`src/rtl/m_main_pkg.sv`:
```
// Shared types and constants for the LED/UART step sequencer.
package m_main_pkg;

  typedef enum logic [1:0] {
    ST_IDLE,
    ST_RUN,
    ST_DONE
  } state_t;

  localparam logic [7:0] ASCII_BASE = 8'h30;
  localparam logic [7:0] LED_DONE   = 8'hFF;

  // Counter width for values 0..v-1, never narrower than one bit.
  function automatic int clog2_min1(input int v);
    return (v <= 2) ? 1 : $clog2(v);
  endfunction

endpackage

```
`src/rtl/m_main_uart_tx.sv`:
```
// 8N1 UART transmitter: the start bit appears the edge after start is accepted while idle.
// A frame lasts 10*BAUD_DIV cycles; start is ignored while busy.
module uart_tx
  import m_main_pkg::*;
#(
  parameter int BAUD_DIV = 10
) (
  input  logic       clock,
  input  logic       reset,
  input  logic       start,
  input  logic [7:0] data,
  output logic       tx,
  output logic       busy
);

  localparam int BW = clog2_min1(BAUD_DIV);
  localparam logic [BW-1:0] BAUD_LAST = BW'(BAUD_DIV - 1);

  logic [BW-1:0] baud_cnt;
  logic [3:0]    bit_cnt;
  logic [8:0]    shreg;

  // bit_cnt 0 is the start bit, 1..8 the data bits, 9 the stop bit.
  always_ff @(posedge clock) begin
    if (reset) begin
      tx       <= 1'b1;
      busy     <= 1'b0;
      baud_cnt <= '0;
      bit_cnt  <= '0;
      shreg    <= '1;
    end else if (!busy) begin
      if (start) begin
        busy     <= 1'b1;
        tx       <= 1'b0;
        shreg    <= {1'b1, data};
        baud_cnt <= '0;
        bit_cnt  <= '0;
      end
    end else if (baud_cnt == BAUD_LAST) begin
      baud_cnt <= '0;
      if (bit_cnt == 4'd9) begin
        busy <= 1'b0;
        tx   <= 1'b1;
      end else begin
        bit_cnt <= bit_cnt + 4'd1;
        tx      <= shreg[0];
        shreg   <= {1'b1, shreg[8:1]};
      end
    end else begin
      baud_cnt <= baud_cnt + BW'(1);
    end
  end

endmodule

```
`src/rtl/m_main.sv`:
```
// Step sequencer: shows step index on the LEDs and sends '0'+step over UART each step.
// Steps last STEP_CYCLES cycles; a step end waits for the UART to go idle.
module m_main
  import m_main_pkg::*;
#(
  parameter int NUM_STEPS   = 16,
  parameter int STEP_CYCLES = 1000,
  parameter int BAUD_DIV    = 10
) (
  input  logic       clock,
  input  logic       reset,
  input  logic       in_run,
  output logic       out_done,
  output logic [7:0] out_leds,
  output logic       out_uart_tx,
  input  logic       in_uart_rx
);

  localparam int TW = clog2_min1(STEP_CYCLES);
  localparam logic [TW-1:0] TIMER_LAST = TW'(STEP_CYCLES - 1);
  localparam logic [7:0]    LAST_STEP  = 8'(NUM_STEPS - 1);

  state_t        state;
  logic [7:0]    step;
  logic [TW-1:0] timer;
  logic          step_end;
  logic          uart_start;
  logic [7:0]    uart_data;
  logic          uart_busy;
  logic          unused_rx;

  assign unused_rx = in_uart_rx;
  assign step_end  = (state == ST_RUN) && (timer == TIMER_LAST) && !uart_busy;

  // The frame launch must coincide with the step edge, so start/data are combinational.
  always_comb begin
    uart_start = 1'b0;
    uart_data  = ASCII_BASE;
    if (state == ST_IDLE && in_run) begin
      uart_start = 1'b1;
    end else if (step_end && step != LAST_STEP) begin
      uart_start = 1'b1;
      uart_data  = ASCII_BASE + step + 8'd1;
    end
  end

  always_ff @(posedge clock) begin
    if (reset) begin
      state    <= ST_IDLE;
      step     <= '0;
      timer    <= '0;
      out_leds <= 8'h00;
      out_done <= 1'b0;
    end else begin
      case (state)
        ST_IDLE: begin
          if (in_run) begin
            state    <= ST_RUN;
            step     <= '0;
            timer    <= '0;
            out_leds <= 8'h00;
          end
        end
        ST_RUN: begin
          if (step_end) begin
            timer <= '0;
            if (step != LAST_STEP) begin
              step     <= step + 8'd1;
              out_leds <= step + 8'd1;
            end else begin
              state    <= ST_DONE;
              out_done <= 1'b1;
              out_leds <= LED_DONE;
            end
          end else if (timer != TIMER_LAST) begin
            timer <= timer + TW'(1);
          end
        end
        default: begin
          state <= ST_DONE;
        end
      endcase
    end
  end

  uart_tx #(
    .BAUD_DIV(BAUD_DIV)
  ) u_uart_tx (
    .clock(clock),
    .reset(reset),
    .start(uart_start),
    .data (uart_data),
    .tx   (out_uart_tx),
    .busy (uart_busy)
  );

endmodule

```
`config.mk`:
```
export PLATFORM = sky130hd
export DESIGN_NAME = m_main
export DESIGN_NICKNAME = d
export VERILOG_FILES = /design/src/rtl/m_main_pkg.sv /design/src/rtl/m_main_uart_tx.sv /design/src/rtl/m_main.sv
export SDC_FILE = /design/constraint.sdc
export NUM_CORES = 1
export LEC_CHECK = 0
export CAP_MARGIN = 20
export CELL_PAD_IN_SITES_DETAIL_PLACEMENT = 0
export CELL_PAD_IN_SITES_GLOBAL_PLACEMENT = 1
export CORE_MARGIN = 2
export CORE_UTILIZATION = 45
export DETAILED_ROUTE_END_ITERATION = 10
export PLACE_DENSITY_LB_ADDON = 0.1
export SYNTH_ARGS = -nofsm -noshare
export SYNTH_HDL_FRONTEND = slang
export SYNTH_SLANG_ARGS = --single-unit
```
`constraint.sdc`:
```
create_clock -name clock -period 2.9 [get_ports clock]
set_clock_uncertainty 0.1 [all_clocks]
set_input_delay 0.435 -clock clock [delete_from_list [all_inputs] [get_ports clock]]
set_output_delay 0.435 -clock clock [all_outputs]
set_load 0.03 [all_outputs]
```
* Word level (Yosys, flattened, before mapping) *
Index checks and enable logic that the tools add are counted.

storage, ports and cells
  flip-flop bits (word level) = 48
  output and inout bits = 10
  logic and storage cells = 82

cells by class
  muxes and demuxes = 37
  reduce and logical (&&, ||, !) cells = 15
  $add $sub $neg = 6
  bitwise gates (word level) = 1
  equal/unequal tests = 13

operators by type and width
  operator                                        number
  two-way mux 8 bit                               7
  two-way mux 9 bit                               4
  one-hot mux 8 bit (2 select lines)              2
  two-way mux 10 bit                              3
  two-way mux 4 bit                               6
  one-hot mux 10 bit (2 select lines)             1
  adder 8 x 1 -> 8 bit (second input constant)    2
  AND reduction 3 bit                             5
  adder 10 x 1 -> 10 bit (second input constant)  1
  == test 10 bit (second input constant)          1
  two-way mux 1 bit                               10
  != test 10 bit (second input constant)          1
  != test 2 bit (second input constant)           5
  adder 4 x 1 -> 4 bit (second input constant)    2
  adder 6 x 8 -> 8 bit (first input constant)     1
  == test 4 bit (second input constant)           2
  != test 8 x 4 -> 1 bit (second input constant)  1
  two-way mux 2 bit                               3
  logical AND 1 bit                               4
  one-hot mux 2 bit (2 select lines)              1
  AND reduction 4 bit                             1
  nonzero test 2 bit                              2
  != test 3 x 2 -> 1 bit (second input constant)  1
  == test 2 x 1 -> 1 bit (second input constant)  1
  5 further kinds                                 5

* Logic depth before layout (Yosys ltp) *
Gate-level depths: netlist of the first run.

  depth after elaboration = 8
  depth in mapped cells = 8
  mapped depth without buffers = 7

* By module *
From an unflattened synthesis of the first run, not the netlist that was laid out.

unflattened totals
  cells, all modules = 292
  area, all modules = 2498.6 um2

modules (own cells, without submodules)
  module   times used  cells each  area an instance (um2)
  m_main   1           191         1630.3
  uart_tx  1           101         868.3

* Worst setup path before layout of the first run *
Ideal clock, no wire load.

  path type = reg2reg
  start point = register timer[0]
  end point = register u_uart_tx.shreg[2]
  required time = 2676 ps
  setup time = 124 ps
  arrival = 2095 ps
  slack = 581 ps
  cell stages (with the launch flop) = 9
  cells stage by stage = dfxtp_1 -> ha_1 -> nand2_1 -> or4_4 -> buf_6 -> o311a_1 -> buf_6 -> a2111oi_2 -> o21ai_1

on the way
  word-level cells in the longest chain between the ends = 8
  elaborated cells between the ends (all ways) = 12
  classes of those cells = eq/ne: 1; mux: 6; reduce/logical: 5

RTL lines
  element                                                             RTL line              source
  from (decl)                                                         m_main.sv:25          logic [TW-1:0] timer;
  from (signal assigned)                                              m_main.sv:76          timer <= timer + TW'(1);
  == test 10 bit (*)                                                  m_main.sv:33          assign step_end = (state == ST_RUN) && (timer == TIMER_LAST) && !uart_busy;
  logical AND 1 bit (*) (2 in series)                                 m_main.sv:33
  logical AND 1 bit (*)                                               m_main.sv:41          end else if (step_end && step != LAST_STEP) begin
  two-way mux 1 bit or two-way mux 8 bit (tied branches)              m_main.sv:41
  two-way mux 1 bit or two-way mux 8 bit (tied branches)              m_main.sv:39          if (state == ST_IDLE && in_run) begin
  nonzero test 2 bit (no line) or two-way mux 9 bit (tied branches)   --
  AND reduction 3 bit (no line) or two-way mux 9 bit (tied branches)  --
  to (signal assigned)                                                m_main_uart_tx.sv:35  shreg <= {1'b1, data};
  to (signal assigned)                                                m_main_uart_tx.sv:47  shreg <= {1'b1, shreg[8:1]};
  to (decl)                                                           m_main_uart_tx.sv:21  logic [8:0] shreg;

Every way passes the cells marked *; elsewhere a longest branch is shown, timed or not. The select of a mux whose other input is x is not followed.
A chain may end at the register's enable or synchronous reset.

* Final worst setup path of the first run *
Ends and elaborated chain as after synthesis.

==> impl_metrics.py, run 1 <==
metrics = {
    "pwr": {
        "vdd_drop_max_v": 0.0002686,
        "power_density_nw_per_um2": 449.7,
        "p_total_mw": 1.213,
        "leakage_nw": 0.9223,
    },
    "worst_setup_path": {
        "path_cells": "ha_1 -> nand2_1 -> or4_4 -> o311a_1 -> a2111oi_2 -> o21ai_1",
        "path_buf_inv": 0,
        "cpMaxStageDelayCell": "or4_4",
        "worst_setup_path_start_kind": "flip-flop",
        "criticalPathCategory": "reg -> reg",
        "cp_top_family": "compound AO/OA/AOI/OAI gates",
        "slowest_delay_ns": 0.56,
        "crit_path_max_fanout": 10,
        "arrival_ns": 2.56,
        "worstSetupEndpointType": "flip-flop",
        "worstPathRequired_ns": 2.97,
    },
    "die": {
        "core_sq_um": 5172,
        "dieArea_sq_um": 6036,
        "start_util_pct": 47.24,
        "die_h_microns": 77.69,
        "io_pins": 14,
        "rows": 26,
        "die_w_microns": 77.69,
    },
    "cts": {
        "cts_resized": 0,
        "htree_levels": 2,
        "clk-insertion-delay-late_ns": 0.29,
        "cts_buffers": 5,
        "cts_sinks": 47,
        "ctsHoldBuffers": 0,
        "clk_pin_slew_ns": 0.08,
        "post_cts_buffers": 0,
        "clk_path_buf_depth": 2,
        "root_buffer": "clkbuf_8",
        "cts_tree": "done",
    },
    "logic_synthesis": {
        "synth_top_family_by_area": "compound AO/OA/AOI/OAI gates",
        "netlist_instances": 286,
        "synth-simple-area-share_pct": 22.53,
        "synth_nets": 296,
        "synth.top_cell.area_share_pct": 38.50,
        "syn_area_per_cell_sq_um": 8.544,
        "yosysWarningCount": 0,
        "synthesis.area_sq_um": 2444,
        "ys_seq_area_share_pct": 38.50,
        "ys_types": 54,
        "synth-compound-area-share_pct": 25.81,
        "synthAdderAreaFrac_pct": 3.072,
        "synth_xor_area_share_pct": 2.867,
        "synth_mux_area_share_pct": 2.048,
        "async_flop_share_pct": 0,
        "synth_area_leaders": "dfxtp_1 39%, a21oi_1 5.1%, nor2_1 4.1%",
        "synth_edf_count": 0,
        "ys_ff_latch": 47,
        "synth_largest_area_cell": "dfxtp_1",
        "synth_ff_type": "dfxtp_1",
    },
    "outcome": {
        "status": "finished, final reports clean",
    },
    "cells_and_area": {
        "final_util_pct": 52.15,
        "n_antenna_cell": 0,
        "fin_nets": 308,
        "synthToLayoutAreaGrowth_pct": 10.39,
        "layout_common_cells": "47 x dfxtp_1, 27 x nor2_1, 25 x a21oi_1",
        "layout_commonest_cell": "dfxtp_1",
        "layout-drive-gt1-share_pct": 9.764,
    },
    "routing": {
        "drt-pass1-iter-count": 4,
        "routed_wl_mm": 5.760,
        "ant_nets": 0,
        "vias": 2155,
        "drc": 0,
        "drt_iter0_markers": 116,
        "vias_per_cell": 5.872,
        "wl_per_cell_microns": 15.69,
    },
    "timing": {
        "setup_viol": 0,
        "slew_violations": 0,
        "finalSetupTns_ns": 0,
        "finalCritPeriodShare_pct": 85.68,
        "worst_pin_slew_ns": 0.7404,
        "hold_viol": 0,
        "relSlewSlack_pct": 50.64,
        "period_needed_ns": 2.485,
        "max_freq_mhz": 402.5,
        "grt_setup_unrepaired": "false",
    },
    "place": {
        "gp_congestion": 0.7664,
        "portBuffers": 12,
        "dp.final_hpwl_mm": 3.976,
    },
    "global_route": {
        "overflow": 0,
        "antenna_found_initial": 0,
        "grt_pass1_wl_mm": 9.936,
        "grt_max_degree": 40,
        "grt.total_usage_pct": 20.48,
        "grt_pass1_vias": 2018,
    },
    "hold_path": {
        "holdCritPathClass": "reg -> reg",
    },
    "run": {
        "maxCapViolations": 0,
    },
}
[routing by layer]
| layer | global-route usage (%) | vias to the layer above | routed length (microns) |
|---|---|---|---|
| li1 | - | 1081 | - |
| met1 | 30.04 | 1034 | 3028 |
| met2 | 30.43 | 36 | 2482 |
| met3 | 3.837 | 4 | 197 |
| met4 | 5.893 | 0 | 51 |
| met5 | 0 | - | 0 |
[where the power goes]
group	internal (mW)	switching (mW)
logic	0.0619	0.0996
registers	0.668	0.0212
clock network	0.161	0.201
total	0.891	0.322
[cell usage after synthesis, drive strengths merged (2+ instances only)]
| cell type | count |
|---|---|
| a32o | 4 |
| nor2b | 2 |
| or4 | 2 |
| ha | 6 |
| a21o | 2 |
| xnor2 | 8 |
| a41oi | 2 |
| a2111oi | 3 |
| dfxtp | 47 |
| a31oi | 2 |
| a311oi | 6 |
| o31ai | 3 |
| nor4 | 5 |
| nand3b | 2 |
| clkbuf | 9 |
| and3 | 4 |
| a31o | 2 |
| a211oi | 6 |
| nor3b | 2 |
| buf | 8 |
| nor3 | 18 |
| a21oi | 25 |
| inv | 7 |
| o21ai | 16 |
| nor2 | 28 |
| a22oi | 3 |
| nand2 | 25 |
| a221oi | 5 |
| nand3 | 14 |
| mux2i | 5 |
[flip-flops by register name, summed over array words and instances, names as in the netlist]
register            count
out_done                1
out_leds                8
state                   2
step                    8
timer                  10
u_uart_tx.baud_cnt      4
u_uart_tx.bit_cnt       4
u_uart_tx.busy          1
u_uart_tx.shreg         8
u_uart_tx.tx            1
[worst register-to-register path, cell delays in order (launching register included)]
cell and delay [ns]:
dfxtp_1 0.36, ha_1 0.22, nand2_1 0.10, or4_4 0.56, o311a_1 0.55, a2111oi_2 0.39
o21ai_1 0.08
[final timing paths]
kind         startpoint                  to  slack (ns)  cells past startpoint
max            timer[0]  u_uart_tx.shreg[2]        0.42                      6
min            out_done            out_done        0.36                      2
max reg2reg    timer[0]  u_uart_tx.shreg[2]        0.42                      6
min reg2reg    out_done            out_done        0.36                      2
[stage by stage]
step                      area (sq um)  hold slack, ns  worst slack, ns  std cells
after floorplan                   2444          0.3361           0.5807        286
after global placement            2625          0.3388           0.4311        361
after detailed placement          2625          0.3480           0.3995        361
after CTS                         2698          0.3659           0.3893        367
after global routing              2698          0.3775           0.2981        367
final                             2698          0.3557           0.4152        367
[layout make-up]
type                       instances  area, sq um
fill                             522         2475
multi-input combinational        214         1376
sequential                        47        940.9
timing repair buffer              22        190.2
tap                               70        87.58
clock buffer                       6        72.57
inverter                           8        30.03
[kinds of logic (layout without fill, tap and decap cells)]
kind of cell | Yosys count | after routing
XOR/XNOR | 8 | 8
buffers and inverters | 25 | 36
multiplexers | 5 | 5
AO/OA/AOI/OAI | 86 | 86
AND/OR/NAND/NOR | 109 | 109
adder cells (fa/ha/maj) | 6 | 6
flip-flops | 47 | 47
Note: power is estimated with default switching activity, not from simulation.
==> inputs of run 2 (changes only) <==
--- a/config.mk
+++ b/config.mk
@@ -11,7 +11,8 @@
 export CORE_MARGIN = 2
 export CORE_UTILIZATION = 45
 export DETAILED_ROUTE_END_ITERATION = 10
-export PLACE_DENSITY_LB_ADDON = 0.1
+export MAX_ROUTING_LAYER = met4
+export PLACE_DENSITY = 0.85
 export SYNTH_ARGS = -nofsm -noshare
 export SYNTH_HDL_FRONTEND = slang
 export SYNTH_SLANG_ARGS = --single-unit
==> run 2 against run 1 <==
Clock power up 8.6%. Routed wire length shrank 6.4%. Critical path depth stayed put. First-iteration DRC count rose by 5.2%. Sequential share of layout area up 0.13 points. Final area decreased by 0.37%. Combinational power decreased by 4%. Cell count down 0.27%. Total power increased by 1.9%. Setup slack lost 0.016 ns. Sequential power about the same. Non-clock buffer count down 3.
==> impl_metrics.py, run 2 (synthesis results as in run 1) <==
metrics = {
    "worst_setup_path": {
        "crit_path_max_fanout": 10,
        "cpMaxStageDelayCell": "or4_4",
        "slowest_delay_ns": 0.56,
        "worst_setup_path_start_kind": "flip-flop",
        "startpoint": "timer[0]",
        "path_buf_inv": 0,
        "worstPathRequired_ns": 2.98,
        "path_cells": "ha_1 -> nand2_1 -> or4_4 -> o311a_1 -> a2111oi_2 -> o21ai_1",
        "timing.rr.start": "timer[0]",
        "criticalPathCategory": "reg -> reg",
        "cp_top_family": "compound AO/OA/AOI/OAI gates",
        "endpoint": "u_uart_tx.shreg[2]",
        "r2r_cells": 6,
        "ff2ff_setup_slack_ns": 0.40,
        "worstReg2RegEnd": "u_uart_tx.shreg[2]",
        "arrival_ns": 2.58,
        "worstSetupEndpointType": "flip-flop",
        "worstSetupPathDepth": 6,
    },
    "timing": {
        "max_freq_mhz": 399.9,
        "finalCritPeriodShare_pct": 86.23,
        "finalSetupTns_ns": 0,
        "period_needed_ns": 2.501,
        "worst_pin_slew_ns": 0.7758,
        "slew_violations": 0,
        "hold_viol": 0,
        "grt_setup_unrepaired": "false",
        "relSlewSlack_pct": 48.28,
        "setup_viol": 0,
        "layout_setup_ws_ns": 0.3993,
    },
    "cts": {
        "htree_levels": 2,
        "cts_buffers": 5,
        "clk_pin_slew_ns": 0.09,
        "cts_resized": 0,
        "ctsHoldBuffers": 0,
        "cts_sinks": 47,
        "cts_tree": "done",
        "root_buffer": "clkbuf_8",
        "clk-insertion-delay-late_ns": 0.30,
        "clk_path_buf_depth": 2,
        "post_cts_buffers": 0,
    },
    "pwr": {
        "vdd_drop_max_v": 0.0002624,
        "leakage_nw": 0.9124,
        "netSwitchingPower_mw": 0.3412,
        "swShare_pct": 27.60,
        "combPwrFrac_pct": 12.6,
        "p_int_mw": 0.8949,
        "pwr-share-seq_pct": 55.7,
        "power_density_nw_per_um2": 460.0,
        "clkPwrFrac_pct": 31.8,
    },
    "routing": {
        "vias_per_cell": 5.899,
        "drt-pass1-iter-count": 4,
        "wl_per_cell_microns": 14.73,
        "ant_nets": 0,
        "drc": 0,
        "drt_iter0_markers": 122,
        "vias": 2159,
        "routed_wl_mm": 5.392,
    },
    "cells_and_area": {
        "largest_reg_flops": 10,
        "finalNonFillerCells": 366,
        "synthToLayoutAreaGrowth_pct": 9.985,
        "fin_nets": 305,
        "n_antenna_cell": 0,
        "regMostFlops": "timer",
        "layout_commonest_cell": "dfxtp_1",
        "layout_common_cells": "47 x dfxtp_1, 27 x nor2_1, 25 x a21oi_1",
        "layout-drive-gt1-share_pct": 9.459,
    },
    "global_route": {
        "met3_usage_pct": 4.302,
        "met2_usage_pct": 28.45,
        "antenna_found_initial": 0,
        "grt_pass1_wl_mm": 9.308,
        "grt_pass1_vias": 1941,
        "grt_max_degree": 42,
        "grt.total_usage_pct": 19.52,
        "overflow": 0,
        "top_usage_layer": "met2",
        "use_met1_pct": 27.29,
    },
    "die": {
        "dieArea_sq_um": 6036,
        "core_sq_um": 5172,
        "die_w_microns": 77.69,
        "io_pins": 14,
        "die_h_microns": 77.69,
        "rows": 26,
        "start_util_pct": 47.24,
    },
    "place": {
        "portBuffers": 12,
        "gp_congestion": 0.8089,
        "dp.final_hpwl_mm": 3.713,
        "dp_slack_ns": 0.4251,
        "place_inst": 358,
    },
    "run": {
        "maxCapViolations": 0,
    },
    "hold_path": {
        "holdCritPathClass": "reg -> reg",
    },
    "outcome": {
        "status": "finished, final reports clean",
    },
}
[run 2: layout make-up]
type / instances / area [sq um]
inverter: 8 / 30.03
clock inverter: 2 / 12.51
multi-input combinational: 214 / 1376
fill: 511 / 2485
timing repair buffer: 19 / 167.7
sequential: 47 / 940.9
clock buffer: 6 / 72.57
tap: 70 / 87.58
[run 2: stage by stage]
step | instance area, sq um | util [%] | power (mW) | hold WS (ns)
final | 2688 | 51.96 | 1.236 | 0.3617
after global routing | 2688 | 51.96 | 1.296 | 0.3921
after CTS | 2688 | 51.96 | 1.253 | 0.3684
after detailed placement | 2603 | 50.31 | 0.8579 | 0.3460
after global placement | 2603 | 50.31 | 0.8574 | 0.3377
after floorplan | 2444 | - | 0.8255 | 0.3361
[run 2: how the worst min path moves through the flow]
stage | slack [ns] | end | cells after the start | startpoint
after CTS | 0.37 | out_done | 2 | out_done
after global routing | 0.39 | out_done | 2 | out_done
after detailed placement | 0.35 | out_done | 2 | out_done
after global placement | 0.34 | out_done | 2 | out_done
final | 0.36 | out_done | 2 | out_done
after floorplan | 0.34 | u_uart_tx.shreg[4] | 1 | u_uart_tx.shreg[4]
[run 2: power by group through the flow]
stage,clock [mW],combinational [mW],sequential [mW]
final,0.393,0.155,0.688
after global routing,0.432,0.172,0.692
after CTS,0.409,0.156,0.688
after detailed placement,0,0.155,0.703
after global placement,0,0.155,0.702
after floorplan,0,0.127,0.698
[run 2: worst min-delay path: cells and delay by family, from the launching register on]
kind	cells	cell delay, ns
flops	1	0.32
buf+inv	1	0.05
compound gates	1	0.05
[run 2: layer usage]
metal / wire [microns] / vias to the layer above
met2: 2295 / 37
met3: 166 / 8
li1: - / 1087
met4: 63 / 0
met5: 0 / -
met1: 2867 / 1027
